<file path="config.mk">
export PLATFORM = sky130hd
export DESIGN_NAME = raid_stripe_sched_flat
export DESIGN_NICKNAME = d
export VERILOG_FILES = /design/src/rtl/raid_stripe_sched_if.sv /design/src/rtl/raid_stripe_sched.sv /design/src/flat_wrapper.sv
export SDC_FILE = /design/constraint.sdc
export NUM_CORES = 1
export LEC_CHECK = 0
export BUFFER_PORTS_ARGS = -buffer_cell sky130_fd_sc_hd__buf_2
export CAP_MARGIN = 20
export CORE_MARGIN = 5
export CORE_UTILIZATION = 52
export DETAILED_ROUTE_END_ITERATION = 6
export PLACE_DENSITY = 0.84
export SLEW_MARGIN = 20
export SYNTH_ARGS = -nofsm -noshare
export SYNTH_HDL_FRONTEND = slang
export SYNTH_SLANG_ARGS = --single-unit
</file>
<file path="constraint.sdc">
create_clock -name clk -period 6.75 [get_ports clk]
set_clock_uncertainty 0.1 [all_clocks]
set_input_delay 1.6875 -clock clk [delete_from_list [all_inputs] [get_ports clk]]
set_output_delay 1.6875 -clock clk [all_outputs]
set_load 0.01 [all_outputs]
</file>
<file path="src/rtl/raid_stripe_sched_if.sv">
// raid_stripe_sched_if: request, SD-card and block-buffer signals of the RAID5 stripe sequencer.
// slave = sequencer side, master = control-unit / datapath side.
interface raid_stripe_sched_if #(
  parameter int unsigned AW = 7
);
  // request / completion
  logic          req_valid;
  logic          req_ready;
  logic          req_write;
  logic [31:0]   req_lba;
  logic          busy;
  logic          done;
  logic          err;
  logic          rd_src_par;
  // SD card command / transfer
  logic          sd_start;
  logic          sd_mode;
  logic [1:0]    sd_sel;
  logic [31:0]   sd_block_no;
  logic          sd_ready;
  logic          sd_word_valid;
  logic [1:0]    sd_error;
  // block buffer addressing and parity XOR control
  logic [1:0]    buf_sel;
  logic [AW-1:0] buf_addr;
  logic          buf_we;
  logic          xor_en;

  modport slave (
    input  req_valid, req_write, req_lba, sd_ready, sd_word_valid, sd_error,
    output req_ready, busy, done, err, rd_src_par,
           sd_start, sd_mode, sd_sel, sd_block_no,
           buf_sel, buf_addr, buf_we, xor_en
  );

  modport master (
    output req_valid, req_write, req_lba, sd_ready, sd_word_valid, sd_error,
    input  req_ready, busy, done, err, rd_src_par,
           sd_start, sd_mode, sd_sel, sd_block_no,
           buf_sel, buf_addr, buf_we, xor_en
  );
endinterface

</file>
<file path="src/rtl/raid_stripe_sched.sv">
// raid_stripe_sched: RAID5 block sequencer over three SD cards (2 data + rotating parity).
// Maps a logical block to stripe/data/parity cards, runs the SD command/transfer phases,
// steers block-buffer addressing and parity XOR, and reports completion.
// Optional feature macro: DEGRADED_READ_EN (read reconstruction from the surviving cards).
module raid_stripe_sched #(
  parameter int unsigned WORDS_PER_BLOCK = 128,
  parameter int unsigned MAX_RETRY       = 2
) (
  input  logic               clk,
  input  logic               rst,
  raid_stripe_sched_if.slave bus
);

  localparam int unsigned AW = $clog2(WORDS_PER_BLOCK);
  localparam int unsigned RW = $clog2(MAX_RETRY + 2);
  localparam logic [AW-1:0] LAST_WORD = AW'(WORDS_PER_BLOCK - 1);
  localparam logic [1:0] BUF_NEW = 2'd0;
  localparam logic [1:0] BUF_PAR = 2'd2;

  typedef enum logic [2:0] {S_IDLE, S_MAP, S_CMD, S_XFER, S_NEXT, S_DONE} state_t;
  typedef enum logic [2:0] {PH_R1, PH_R2, PH_R3, PH_W1, PH_W2, PH_W3, PH_W4} phase_t;

  state_t          r_state;
  phase_t          r_phase;
  logic [31:0]     r_lba;
  logic [1:0]      r_card_p;
  logic [1:0]      r_card_d;
  logic [1:0]      r_card_o;
  logic [RW-1:0]   r_retry;
  logic [AW-1:0]   r_buf_addr;
  logic            r_req_ready;
  logic            r_busy;
  logic            r_done;
  logic            r_err;
  logic            r_sd_start;
  logic            r_sd_mode;
  logic [1:0]      r_sd_sel;
  logic [31:0]     r_sd_block_no;
  logic [1:0]      r_buf_sel;
  logic            r_xor_en;
`ifdef DEGRADED_READ_EN
  logic            r_rd_src_par;
`endif

  logic [31:0]     w_stripe;
  logic [1:0]      w_card_p;
  logic [1:0]      w_card_lo;
  logic [1:0]      w_card_hi;
  logic            w_sd_err;
  logic            w_exhausted;
  logic            w_abort;
  logic            w_last;
  logic            w_final;
  logic            w_fallback;
  phase_t          w_phase_succ;

  assign w_stripe    = r_lba >> 1;
  assign w_card_p    = 2'(w_stripe % 32'd3);
  assign w_sd_err    = |bus.sd_error;
  assign w_exhausted = (r_retry == RW'(MAX_RETRY));
  assign w_last      = (r_buf_addr == LAST_WORD);
  assign w_final     = (r_phase inside {PH_R1, PH_R3, PH_W4});
  // A fault while waiting for a busy card or during the transfer aborts the phase.
  assign w_abort     = w_sd_err &&
                       (((r_state == S_CMD) && !bus.sd_ready) || (r_state == S_XFER));

`ifdef DEGRADED_READ_EN
  assign w_fallback  = (r_phase == PH_R1);
`else
  assign w_fallback  = 1'b0;
`endif

  // Data cards are the two non-parity cards in ascending order.
  always_comb begin
    w_card_lo = 2'd0;
    w_card_hi = 2'd1;
    case (w_card_p)
      2'd0:    begin w_card_lo = 2'd1; w_card_hi = 2'd2; end
      2'd1:    begin w_card_lo = 2'd0; w_card_hi = 2'd2; end
      default: ;
    endcase
  end

  // Phase that follows a successfully completed non-final phase.
  always_comb begin
    w_phase_succ = PH_W4;
    case (r_phase)
      PH_R2:   w_phase_succ = PH_R3;
      PH_W1:   w_phase_succ = PH_W2;
      PH_W2:   w_phase_succ = PH_W3;
      default: w_phase_succ = PH_W4;
    endcase
  end

  // Sequencer FSM with registered outputs.
  always_ff @(posedge clk) begin
    if (rst) begin
      r_state       <= S_IDLE;
      r_phase       <= PH_R1;
      r_lba         <= '0;
      r_card_p      <= '0;
      r_card_d      <= '0;
      r_card_o      <= '0;
      r_retry       <= '0;
      r_buf_addr    <= '0;
      r_req_ready   <= 1'b1;
      r_busy        <= 1'b0;
      r_done        <= 1'b0;
      r_err         <= 1'b0;
      r_sd_start    <= 1'b0;
      r_sd_mode     <= 1'b0;
      r_sd_sel      <= '0;
      r_sd_block_no <= '0;
      r_buf_sel     <= '0;
      r_xor_en      <= 1'b0;
`ifdef DEGRADED_READ_EN
      r_rd_src_par  <= 1'b0;
`endif
    end else begin
      r_sd_start <= 1'b0;
      if (w_abort) begin
        r_buf_addr <= '0;
        if (!w_exhausted) begin
          r_retry <= r_retry + RW'(1);
          r_state <= S_CMD;
        end else if (w_fallback) begin
          r_phase  <= PH_R2;
          r_xor_en <= 1'b0;
          r_state  <= S_NEXT;
        end else begin
          r_xor_en <= 1'b0;
          r_done   <= 1'b1;
          r_err    <= 1'b1;
          r_state  <= S_DONE;
        end
      end else begin
        case (r_state)
          S_IDLE: begin
            if (bus.req_valid && r_req_ready) begin
              r_lba       <= bus.req_lba;
              r_phase     <= bus.req_write ? PH_W1 : PH_R1;
              r_req_ready <= 1'b0;
              r_busy      <= 1'b1;
              r_state     <= S_MAP;
            end
          end
          S_MAP: begin
            r_sd_block_no <= w_stripe;
            r_card_p      <= w_card_p;
            r_card_d      <= r_lba[0] ? w_card_hi : w_card_lo;
            r_card_o      <= r_lba[0] ? w_card_lo : w_card_hi;
            r_state       <= S_NEXT;
          end
          S_NEXT: begin
            r_retry    <= '0;
            r_buf_addr <= '0;
            r_state    <= S_CMD;
            case (r_phase)
              PH_R1:   begin r_sd_sel <= r_card_d; r_sd_mode <= 1'b1; r_buf_sel <= BUF_NEW; r_xor_en <= 1'b0; end
              PH_R2:   begin r_sd_sel <= r_card_o; r_sd_mode <= 1'b1; r_buf_sel <= BUF_PAR; r_xor_en <= 1'b0; end
              PH_R3:   begin r_sd_sel <= r_card_p; r_sd_mode <= 1'b1; r_buf_sel <= BUF_PAR; r_xor_en <= 1'b1; end
              PH_W1:   begin r_sd_sel <= r_card_d; r_sd_mode <= 1'b1; r_buf_sel <= BUF_PAR; r_xor_en <= 1'b0; end
              PH_W2:   begin r_sd_sel <= r_card_p; r_sd_mode <= 1'b1; r_buf_sel <= BUF_PAR; r_xor_en <= 1'b1; end
              PH_W3:   begin r_sd_sel <= r_card_d; r_sd_mode <= 1'b0; r_buf_sel <= BUF_NEW; r_xor_en <= 1'b1; end
              default: begin r_sd_sel <= r_card_p; r_sd_mode <= 1'b0; r_buf_sel <= BUF_PAR; r_xor_en <= 1'b0; end
            endcase
          end
          S_CMD: begin
            if (bus.sd_ready) begin
              r_sd_start <= 1'b1;
              r_state    <= S_XFER;
            end
          end
          S_XFER: begin
            if (bus.sd_word_valid) begin
              if (w_last) begin
                r_buf_addr <= '0;
                if (w_final) begin
                  r_xor_en <= 1'b0;
                  r_done   <= 1'b1;
                  r_state  <= S_DONE;
`ifdef DEGRADED_READ_EN
                  r_rd_src_par <= (r_phase == PH_R3);
`endif
                end else begin
                  r_phase <= w_phase_succ;
                  r_state <= S_NEXT;
                end
              end else begin
                r_buf_addr <= r_buf_addr + AW'(1);
              end
            end
          end
          S_DONE: begin
            r_done      <= 1'b0;
            r_err       <= 1'b0;
            r_busy      <= 1'b0;
            r_req_ready <= 1'b1;
            r_state     <= S_IDLE;
`ifdef DEGRADED_READ_EN
            r_rd_src_par <= 1'b0;
`endif
          end
          default: r_state <= S_IDLE;
        endcase
      end
    end
  end

  // Buffer write strobe tracks the live SD word so it lines up with the current buf_addr.
  assign bus.buf_we      = (r_state == S_XFER) && bus.sd_word_valid && !w_sd_err && r_sd_mode;

  assign bus.req_ready   = r_req_ready;
  assign bus.busy        = r_busy;
  assign bus.done        = r_done;
  assign bus.err         = r_err;
  assign bus.sd_start    = r_sd_start;
  assign bus.sd_mode     = r_sd_mode;
  assign bus.sd_sel      = r_sd_sel;
  assign bus.sd_block_no = r_sd_block_no;
  assign bus.buf_sel     = r_buf_sel;
  assign bus.buf_addr    = r_buf_addr;
  assign bus.xor_en      = r_xor_en;
`ifdef DEGRADED_READ_EN
  assign bus.rd_src_par  = r_rd_src_par;
`else
  assign bus.rd_src_par  = 1'b0;
`endif

endmodule

</file>
<file path="src/flat_wrapper.sv">
// flat-port wrapper written by rule: the top's interface ports become plain ports
module raid_stripe_sched_flat 
#(
  parameter int unsigned WORDS_PER_BLOCK = 128,
  parameter int unsigned MAX_RETRY       = 2
)
  (clk, rst, bus_req_valid, bus_req_write, bus_req_lba, bus_sd_ready, bus_sd_word_valid, bus_sd_error, bus_req_ready, bus_busy, bus_done, bus_err, bus_rd_src_par, bus_sd_start, bus_sd_mode, bus_sd_sel, bus_sd_block_no, bus_buf_sel, bus_buf_addr, bus_buf_we, bus_xor_en);
  raid_stripe_sched_if bus_i ();
  input  logic clk;
  input  logic rst;
  input wire logic [$bits(bus_i.req_valid)-1:0] bus_req_valid;
  input wire logic [$bits(bus_i.req_write)-1:0] bus_req_write;
  input wire logic [$bits(bus_i.req_lba)-1:0] bus_req_lba;
  input wire logic [$bits(bus_i.sd_ready)-1:0] bus_sd_ready;
  input wire logic [$bits(bus_i.sd_word_valid)-1:0] bus_sd_word_valid;
  input wire logic [$bits(bus_i.sd_error)-1:0] bus_sd_error;
  output wire logic [$bits(bus_i.req_ready)-1:0] bus_req_ready;
  output wire logic [$bits(bus_i.busy)-1:0] bus_busy;
  output wire logic [$bits(bus_i.done)-1:0] bus_done;
  output wire logic [$bits(bus_i.err)-1:0] bus_err;
  output wire logic [$bits(bus_i.rd_src_par)-1:0] bus_rd_src_par;
  output wire logic [$bits(bus_i.sd_start)-1:0] bus_sd_start;
  output wire logic [$bits(bus_i.sd_mode)-1:0] bus_sd_mode;
  output wire logic [$bits(bus_i.sd_sel)-1:0] bus_sd_sel;
  output wire logic [$bits(bus_i.sd_block_no)-1:0] bus_sd_block_no;
  output wire logic [$bits(bus_i.buf_sel)-1:0] bus_buf_sel;
  output wire logic [$bits(bus_i.buf_addr)-1:0] bus_buf_addr;
  output wire logic [$bits(bus_i.buf_we)-1:0] bus_buf_we;
  output wire logic [$bits(bus_i.xor_en)-1:0] bus_xor_en;
  assign bus_i.req_valid = bus_req_valid;
  assign bus_i.req_write = bus_req_write;
  assign bus_i.req_lba = bus_req_lba;
  assign bus_i.sd_ready = bus_sd_ready;
  assign bus_i.sd_word_valid = bus_sd_word_valid;
  assign bus_i.sd_error = bus_sd_error;
  assign bus_req_ready = bus_i.req_ready;
  assign bus_busy = bus_i.busy;
  assign bus_done = bus_i.done;
  assign bus_err = bus_i.err;
  assign bus_rd_src_par = bus_i.rd_src_par;
  assign bus_sd_start = bus_i.sd_start;
  assign bus_sd_mode = bus_i.sd_mode;
  assign bus_sd_sel = bus_i.sd_sel;
  assign bus_sd_block_no = bus_i.sd_block_no;
  assign bus_buf_sel = bus_i.buf_sel;
  assign bus_buf_addr = bus_i.buf_addr;
  assign bus_buf_we = bus_i.buf_we;
  assign bus_xor_en = bus_i.xor_en;
  raid_stripe_sched #(.WORDS_PER_BLOCK(WORDS_PER_BLOCK), .MAX_RETRY(MAX_RETRY)) u_core (.clk(clk), .rst(rst), .bus(bus_i));
endmodule
</file>
==> impl_metrics.py, run 1 <==
metrics = {
    "status": {
        "run_status": "complete, but fails checks",
        "failed_checks": "negative setup slack",
    },
    "routing": {
        "detail_route.iter0.violations": 509,
        "remaining_drc_errors": 0,
        "route.antenna.remaining_nets": 0,
        "dr.pass1.iters": 5,
        "post_drt_via_cell_ratio": 6.05,
        "total_length_of_routed_wires_mm": 17.4,
        "detail_route.wl_per_cell_um": 16.4,
        "vias": 6447,
    },
    "hold_path": {
        "min-delay-start": "u_core.bus.sd_block_no[12]",
        "hold_end": "u_core.bus.sd_block_no[12]",
        "worst_hold_path.num_cells": 2,
        "hp-class": "reg2reg",
    },
    "sta": {
        "tns_ns": -3.98,
        "max_slew_margin_pct": 45.2,
        "final.hold.worst_slack_ns": 0.352,
        "minimum_clock_period_after_layout_ns": 7.45,
        "max_freq_ghz": 0.134,
        "worst_pin_slew_ns": 0.818,
        "grt_setup_unrepaired": "true",
        "hold_viol_final": 0,
        "finalMaxSlewViolations": 0,
        "setup-violations-final": 6,
        "timing.final.crit_share_pct": 110,
        "layout_setup_ws_ns": -0.702,
    },
    "setup_path": {
        "timing.critical_path.from": "u_core.r_lba[28]",
        "cp.required_ns": 6.91,
        "regToRegEndpoint": "u_core.r_card_d[0]",
        "timing_worst_setup_path_type": "reg2reg",
        "critical_path_arrival_ns": 7.61,
        "worstPathBufferInverterCount": 3,
        "critPathSlowestCell": "or4_4",
        "reg2reg_depth": 28,
        "endpoint_kind": "flop",
        "worst-path-max-fanout": 8,
        "cp-start-kind": "flop",
        "slowest_delay_ns": 0.55,
        "r2r_slack_ns": -0.70,
        "r2r-start": "u_core.r_lba[28]",
        "crit_family": "compound AO/OA/AOI/OAI gates",
    },
    "yosys": {
        "synth.lib_cells_used.distinct": 87,
        "syn-cell-area_mm2": 0.00590,
        "synth_ff_type": "dfxtp_1",
        "netlist_instances": 793,
        "avgSynthCellArea_um2": 7.43,
        "synth.mux.area_fraction_pct": 1.97,
        "synth_enable_flop_cells": 0,
        "synth_top_family_by_area": "simple AND/OR/NAND/NOR gates",
        "synth_warnings": 0,
        "seq_area_frac_synth_pct": 31.9,
        "synth_fa_ha_area_share_pct": 0.849,
        "synth-compound-area-share_pct": 28.7,
        "synth_xor_area_share_pct": 1.93,
        "synth-async-reset-ratio_pct": 0,
        "synth.ff_latch_count": 94,
        "synth-simple-area-share_pct": 29.4,
    },
    "clocking": {
        "tritoncts": "built",
        "htree_levels": 3,
        "clockRootBuffer": "clkbuf_16",
        "numClockSinks": 94,
        "clk_transition_reported_paths_ns": 0.07,
        "clockBufferDepth": 2,
        "insertion_delay_ns": 0.36,
        "tritoncts.num_buffers": 9,
        "cts_hold_buffers": 0,
    },
    "place": {
        "post-dp-hpwl_mm": 11.2,
        "port_buffers": 88,
        "globalplace.congestion": 0.931,
        "dpl_cell_area_mm2": 0.00690,
    },
    "floorplan": {
        "die-height_um": 116,
        "dieWidth_um": 116,
        "fp.coreArea_mm2": 0.0110,
        "num_io_pins": 92,
        "die_area_mm2": 0.0136,
        "rows": 38,
        "floorplan.initialDensity_pct": 53.7,
    },
    "power_and_ir_drop": {
        "static-leakage-power_nw": 3.02,
        "design_power_total_mw": 4.38,
        "cellPowerDensity_mw_per_mm2": 568,
        "irDropWorstVdd_mv": 0.299,
    },
    "cells_and_area": {
        "n_fill_cell": 847,
        "final_area_mm2": 0.00770,
        "finish.net_count": 965,
        "layout-drive-gt1-share_pct": 30.3,
        "diode_count": 0,
        "area.growth.synth_to_final_pct": 30.6,
    },
    "grt": {
        "gr-usage-all-layers_pct": 24.2,
        "via_count_of_the_first_global_routing_pass": 5835,
        "grt_pass1_wl_mm": 26.9,
        "pin_count_of_the_biggest_net_entering_global_routing": 67,
        "globalRouteOverflowTotal": 0,
        "antenna_found_initial": 0,
    },
    "run": {
        "timing.max_cap.violations": 0,
    },
}
worst max path at each step:
stage,to,slack (ns),cells past startpoint
2_1_floorplan,u_core.r_card_d[0],-0.21,28
3_3_place_gp,u_core.r_card_d[0],-0.63,28
3_5_place_dp,u_core.r_card_d[0],-0.77,30
4_1_cts,u_core.r_card_d[0],-0.41,31
5_1_grt,u_core.r_card_d[0],-0.94,33
6_report,u_core.r_card_d[0],-0.70,28
timing repair:
action | CTS | global route
resized for setup | 37 | 36
buffers inserted | 12 | 5
pin swaps | 46 | 9
setup endpoints to repair | 6 | 6
worst min-delay path, stage by stage (launching register included):
cell and delay, ns:
dfxtp_1 0.31, nand2_1 0.05, a21oi_1 0.05
cell usage in the layout (no fill, tap or decap), types with 8 or more instances in the layout:
cell type  instances
nor3_1            17
xnor2_1            8
inv_1             14
a211oi_2           8
o211ai_1          10
dfxtp_1           90
o21a_1             8
a31oi_1           10
nand2b_1          18
nand2_1          176
o21ai_0           18
buf_2             88
a21oi_1           92
buf_4             77
nor2b_1           21
clkbuf_16          9
nand3_1           16
nor2_1            40
report_power, final:
part,internal [mW],total (mW),switching [mW]
logic,1.44,3.00,1.56
registers,0.655,0.814,0.159
clock network,0.328,0.563,0.234
total,2.42,4.38,1.95
registers in the layout, indices dropped and copies added, names as in the netlist:
name                    count
u_core.bus.buf_addr         7
u_core.bus.buf_sel          1
u_core.bus.busy             1
u_core.bus.done             1
u_core.bus.err              1
u_core.bus.req_ready        1
u_core.bus.sd_block_no     31
u_core.bus.sd_mode          1
u_core.bus.sd_sel           2
u_core.bus.sd_start         1
u_core.bus.xor_en           1
u_core.r_card_d             2
u_core.r_card_o             2
u_core.r_card_p             2
u_core.r_lba               32
u_core.r_phase              3
u_core.r_retry              2
u_core.r_state              3
stage by stage:
stage	worst slack, ns	instances	utilization [%]
after CTS	-0.414	1061	68.0
after detailed placement	-0.772	1034	62.8
final	-0.702	1066	70.1
after global placement	-0.632	1034	62.8
after global routing	-0.938	1066	70.1
after floorplan	-0.207	795	-
area by class of cell:
class	instances	area [um^2]	area share [%]
flip-flops and latches	94	1890	24.6
clock inverters	6	91.3	1.19
clock buffers	10	229	2.97
well taps	140	175	2.27
multi-input cells	628	4140	53.8
inverters	15	56.3	0.731
repair buffers	173	1120	14.5
cell usage after synthesis (5+ instances only):
cell / instances / share of area (%)
a211oi_1: 9 / 1.1
a21o_1: 5 / 0.64
a21oi_1: 92 / 7.8
a31oi_1: 13 / 1.4
and2_1: 9 / 0.95
and3_1: 7 / 0.74
buf_2: 7 / 0.59
buf_4: 5 / 0.64
clkbuf_1: 43 / 2.7
dfxtp_1: 94 / 32
inv_1: 14 / 0.89
mux2_2: 5 / 0.95
mux2i_1: 6 / 1.0
nand2_1: 177 / 11
nand2b_1: 18 / 1.9
nand3_1: 16 / 1.4
nand3b_1: 5 / 0.64
nand4_1: 6 / 0.64
nor2_1: 42 / 2.7
nor2b_1: 23 / 2.4
nor3_1: 19 / 1.6
o2111ai_1: 5 / 0.74
o211ai_1: 10 / 1.3
o21a_1: 8 / 1.0
o21ai_0: 22 / 1.9
or3_1: 7 / 0.74
xnor2_1: 9 / 1.3
kinds of logic after synthesis:
kind of cell | Yosys count
xor+xnor | 13
simple gates | 360
other cells | 1
fa+ha+maj | 4
flops | 94
mux | 11
buf+inv | 73
compound gates | 237
layer usage:
layer	share of wire [%]	track usage, %	vias up
met5	0	0	-
met4	2.2	6.34	0
met3	7.3	5.70	44
met2	49	41.4	241
met1	41	30.6	3062
li1	-	-	3100
Note: power is estimated with default switching activity, not from simulation.
==> run 2: changes to the inputs <==
- SETUP_SLACK_MARGIN: unset -> 0.1
==> run 2 against run 1 <==
The run still ends with negative setup slack left; global-route usage shrank 0.071 points; critical path depth grew 2; sequential share of layout area is 0.34 points higher; cell count decreased by 0.94%; worst hold slack barely moved; largest cell class unchanged; largest power group unchanged; highest routed layer is now met5.
==> impl_metrics.py, run 2 (same netlist as run 1, synthesis figures left out) <==
metrics = {
    "status": {
        "run_status": "complete, but fails checks",
        "failed_checks": "negative setup slack",
    },
    "grt": {
        "pin_count_of_the_biggest_net_entering_global_routing": 46,
        "via_count_of_the_first_global_routing_pass": 5869,
        "grt_pass1_wl_mm": 27.0,
        "gr-usage-all-layers_pct": 24.1,
        "globalRouteOverflowTotal": 0,
        "antenna_found_initial": 1,
    },
    "power_and_ir_drop": {
        "static-leakage-power_nw": 2.94,
        "power.combinational.fraction_pct": 68.1,
        "swShare_pct": 44.8,
        "power.switching_mw": 1.89,
        "design_power_total_mw": 4.22,
        "share_clk_of_total_power_pct": 12.6,
        "p_int_mw": 2.33,
        "sequential_group_share_of_total_power_pct": 19.2,
        "irDropWorstVdd_mv": 0.348,
        "cellPowerDensity_mw_per_mm2": 556,
    },
    "sta": {
        "setup-violations-final": 6,
        "max_freq_ghz": 0.135,
        "finalMaxSlewViolations": 0,
        "max_slew_margin_pct": 47.6,
        "layout_setup_ws_ns": -0.654,
        "minimum_clock_period_after_layout_ns": 7.40,
        "hold_viol_final": 0,
        "grt_setup_unrepaired": "true",
        "timing.final.crit_share_pct": 110,
        "worst_pin_slew_ns": 0.787,
    },
    "routing": {
        "post_drt_via_cell_ratio": 6.02,
        "vias": 6353,
        "total_length_of_routed_wires_mm": 16.6,
        "detail_route.wl_per_cell_um": 15.7,
        "route.antenna.remaining_nets": 0,
        "detail_route.iter0.violations": 472,
        "remaining_drc_errors": 0,
        "dr.pass1.iters": 5,
    },
    "setup_path": {
        "worst-path-max-fanout": 6,
        "cp-start-kind": "flop",
        "slowest_delay_ns": 0.58,
        "worstPathBufferInverterCount": 2,
        "crit_family": "compound AO/OA/AOI/OAI gates",
        "critical_path_arrival_ns": 7.55,
        "endpoint_kind": "flop",
        "cp.required_ns": 6.89,
        "critPathSlowestCell": "or4_4",
        "timing_worst_setup_path_type": "reg2reg",
    },
    "cells_and_area": {
        "diode_count": 0,
        "layout-drive-gt1-share_pct": 30.2,
        "largest_register_ffs": 32,
        "final_area_mm2": 0.00760,
        "area.growth.synth_to_final_pct": 28.9,
        "layout_commonest_cell": "nand2_1",
        "finish.net_count": 955,
        "largest-register": "u_core.r_lba",
        "top_library_cells_by_usage_in_the_layout_fill_and_taps_aside": "176 x nand2_1, 90 x dfxtp_1, 89 x buf_2",
    },
    "clocking": {
        "tritoncts": "built",
        "insertion_delay_ns": 0.35,
        "cts_hold_buffers": 0,
        "numClockSinks": 94,
        "htree_levels": 3,
        "clockRootBuffer": "clkbuf_16",
        "tritoncts.num_buffers": 9,
        "clockBufferDepth": 2,
        "clk_transition_reported_paths_ns": 0.07,
    },
    "run": {
        "timing.max_cap.violations": 0,
    },
    "floorplan": {
        "num_io_pins": 92,
        "fp.coreArea_mm2": 0.0110,
        "rows": 38,
        "die_area_mm2": 0.0136,
        "floorplan.initialDensity_pct": 53.7,
        "dieWidth_um": 116,
        "die-height_um": 116,
    },
    "place": {
        "port_buffers": 88,
        "post-dp-hpwl_mm": 11.2,
        "globalplace.congestion": 0.950,
        "dpl_cell_area_mm2": 0.00685,
    },
    "hold_path": {
        "hp-class": "reg2reg",
    },
}
[run 2: final timing paths]
check             slack [ns]  depth (start not counted)                        from                    endpoint
setup / recovery       -0.65                         30            u_core.r_lba[27]          u_core.r_card_d[0]
hold / removal          0.35                          2  u_core.bus.sd_block_no[10]  u_core.bus.sd_block_no[10]
setup reg to reg       -0.65                         30            u_core.r_lba[27]          u_core.r_card_d[0]
hold reg to reg         0.35                          2  u_core.bus.sd_block_no[10]  u_core.bus.sd_block_no[10]
[run 2: cell type report]
class | instances | area (um^2)
multi-input combinational | 628 | 4150
fill | 837 | 3390
sequential | 94 | 1890
timing repair buffer | 163 | 1020
clock buffer | 10 | 239
tap | 140 | 175
clock inverter | 6 | 66.3
inverter | 15 | 56.3
[run 2: layer usage]
metal / vias to the layer above / wire (um) / global-route usage [%] / share of wire [%]
met5: - / 7 / 0 / 0.042
met4: 2 / 308 / 7.66 / 1.9
met3: 34 / 1120 / 6.68 / 6.7
met2: 221 / 7950 / 38.7 / 48
met1: 3006 / 7230 / 31.5 / 43
li1: 3090 / - / - / -
[run 2: repair_timing]
action,in CTS,in global routing
endpoints found under the setup margin,6,6
gates resized for setup,35,35
buffers inserted,7,6
pin swaps,16,17
[run 2: worst min-delay path, delay by kind of cell (launching register included)]
family          cells  cell delay (ns)
flops               1             0.31
simple gates        1             0.05
compound gates      1             0.05
[run 2: metrics by stage]
stage,setup TNS [ns],worst slack [ns],std cells,hold WS (ns),utilization [%]
6_report,-3.63,-0.654,1056,0.352,69.2
5_1_grt,-5.55,-0.974,1056,0.373,69.2
4_1_cts,-2.54,-0.486,1050,0.353,67.0
3_5_place_dp,-3.87,-0.711,1027,0.343,62.3
3_3_place_gp,-2.83,-0.533,1027,0.339,62.3
2_1_floorplan,-0.786,-0.207,795,0.336,-
[run 2: power by group through the flow]
stage / combinational [mW] / clock (mW) / sequential [mW]
6_report: 2.88 / 0.534 / 0.812
5_1_grt: 3.10 / 0.566 / 0.832
2_1_floorplan: 1.75 / 0 / 0.735
3_5_place_dp: 2.45 / 0 / 0.815
3_3_place_gp: 2.39 / 0 / 0.809
4_1_cts: 2.64 / 0.542 / 0.804
==> run 3: changes to the inputs <==
- CELL_PAD_IN_SITES_DETAIL_PLACEMENT: unset -> 1
- CELL_PAD_IN_SITES_GLOBAL_PLACEMENT: unset -> 1
- CORE_UTILIZATION: 52 -> 38
==> run 3 against run 2 <==
The flow still finishes with violations (negative setup slack); register-to-register slack lost 0.32 ns; sequential share of layout area shrank 1.3 points; worst hold slack is essentially flat; setup slack lost 0.32 ns; cell area grew 5.5%; flip-flop and latch count is the same; wire length grew 33%; largest power group unchanged.
==> impl_metrics.py, run 3 (same netlist as run 1, synthesis figures left out) <==
metrics = {
    "sta": {
        "layout_setup_ws_ns": -0.979,
        "hold_viol_final": 0,
        "max_freq_ghz": 0.129,
        "timing.final.crit_share_pct": 115,
        "max_slew_margin_pct": 36.8,
        "finalMaxSlewViolations": 0,
        "worst_pin_slew_ns": 0.939,
        "setup-violations-final": 6,
        "minimum_clock_period_after_layout_ns": 7.73,
        "grt_setup_unrepaired": "true",
        "tns_ns": -5.52,
        "final.hold.worst_slack_ns": 0.352,
    },
    "routing": {
        "dr.pass1.iters": 5,
        "detail_route.iter0.violations": 520,
        "detail_route.wl_per_cell_um": 19.5,
        "post_drt_via_cell_ratio": 5.91,
        "remaining_drc_errors": 0,
        "route.antenna.remaining_nets": 0,
        "total_length_of_routed_wires_mm": 22.1,
        "vias": 6673,
    },
    "run": {
        "timing.max_cap.violations": 0,
    },
    "hold_path": {
        "hp-class": "reg2reg",
    },
    "place": {
        "port_buffers": 88,
        "setup_slack_after_placement_ns": -0.824,
        "total_instance_count_after_detailed_placement": 1082,
        "globalplace.congestion": 0.888,
        "post-dp-hpwl_mm": 13.4,
    },
    "cells_and_area": {
        "largest-register": "u_core.r_lba",
        "area.growth.synth_to_final_pct": 36.0,
        "largest_register_ffs": 32,
        "finish.net_count": 981,
        "diode_count": 0,
        "multi_input_area_mm2": 0.00429,
        "layout-drive-gt1-share_pct": 33.2,
        "final_cell_count_no_fill": 1129,
        "top_library_cells_by_usage_in_the_layout_fill_and_taps_aside": "176 x nand2_1, 90 x buf_4, 89 x a21oi_1, 89 x dfxtp_1, 88 x buf_2",
        "layout_commonest_cell": "nand2_1",
        "regArea_mm2": 0.00189,
        "n_fill_cell": 1881,
    },
    "setup_path": {
        "cp.required_ns": 6.90,
        "cpMostUsedCell": "buf_4",
        "slowest_delay_ns": 0.42,
        "critPathSlowestCell": "or3_1",
        "worstPathBufferInverterCount": 8,
        "crit_family": "compound AO/OA/AOI/OAI gates",
        "endpoint_kind": "flop",
        "worst-path-max-fanout": 7,
        "timing_worst_setup_path_type": "reg2reg",
        "critical_path_arrival_ns": 7.87,
        "cp-start-kind": "flop",
    },
    "clocking": {
        "tritoncts": "built",
        "tritoncts.num_buffers": 9,
        "clk_transition_reported_paths_ns": 0.07,
        "clockRootBuffer": "clkbuf_16",
        "htree_levels": 3,
        "numClockSinks": 94,
        "insertion_delay_ns": 0.36,
        "cts_hold_buffers": 0,
        "clockBufferDepth": 2,
    },
    "grt": {
        "antenna_found_initial": 0,
        "gr-usage-all-layers_pct": 21.5,
        "grt_pass1_wl_mm": 32.4,
        "globalRouteOverflowTotal": 0,
        "pin_count_of_the_biggest_net_entering_global_routing": 83,
        "via_count_of_the_first_global_routing_pass": 6681,
    },
    "floorplan": {
        "num_io_pins": 92,
        "floorplan.initialDensity_pct": 38.8,
        "fp.coreArea_mm2": 0.0152,
        "rows": 45,
        "die-height_um": 135,
        "dieWidth_um": 135,
        "die_area_mm2": 0.0181,
    },
    "power_and_ir_drop": {
        "static-leakage-power_nw": 3.09,
        "irDropWorstVdd_mv": 0.212,
        "cellPowerDensity_mw_per_mm2": 571,
    },
    "status": {
        "failed_checks": "negative setup slack",
        "run_status": "complete, but fails checks",
    },
}
==> run 3: through the flow <==
stage                     total power [mW]  utilization [%]  area [um^2]
final                                 4.58             52.7         8020
after global routing                  4.84             52.7         8020
after CTS                             4.10             49.4         7510
after detailed placement              3.32             45.8         6960
after global placement                3.22             45.8         6960
after floorplan                       2.49                -         6010
==> run 3: per-layer routing <==
layer | global-route usage, % | part of all wire, % | vias up
met5 | 0 | 0 | -
met4 | 8.54 | 3.8 | 0
li1 | - | - | 3129
met3 | 3.13 | 4.2 | 68
met2 | 36.8 | 49 | 215
met1 | 27.2 | 43 | 3261
==> run 3: timing repair <==
item,4_1_cts,5_1_grt
cloned,0,0
resized for setup,37,66
pin swaps,33,41
endpoints found under the setup margin,6,6
buffers inserted,12,20
==> run 3: path summary, 6_finish.rpt <==
path / from / endpoint / slack [ns] / cells after the start
max: u_core.r_lba[28] / u_core.r_card_d[0] / -0.98 / 36
min: u_core.bus.sd_block_no[11] / u_core.bus.sd_block_no[11] / 0.35 / 2
max reg2reg: u_core.r_lba[28] / u_core.r_card_d[0] / -0.98 / 36
min reg2reg: u_core.bus.sd_block_no[11] / u_core.bus.sd_block_no[11] / 0.35 / 2
==> run 3: tightest hold or removal path: stages (launching register included) <==
cell	delay (ns)
dfxtp_1	0.31
nand2_1	0.05
a21oi_1	0.05
==> run 3: cell type report <==
class / count / share of cell area (%)
Clock buffer: 9 / 2.81
Clock inverter: 6 / 0.796
Inverter: 15 / 0.702
Multi-Input combinational cell: 628 / 53.6
Sequential cell: 94 / 23.6
Tap cell: 188 / 2.93
Timing Repair Buffer: 189 / 15.6
==> run 3: power by group <==
part | switching [mW] | internal (mW)
Clock | 0.234 | 0.285
Combinational | 1.73 | 1.51
Sequential | 0.171 | 0.655
Total | 2.13 | 2.45
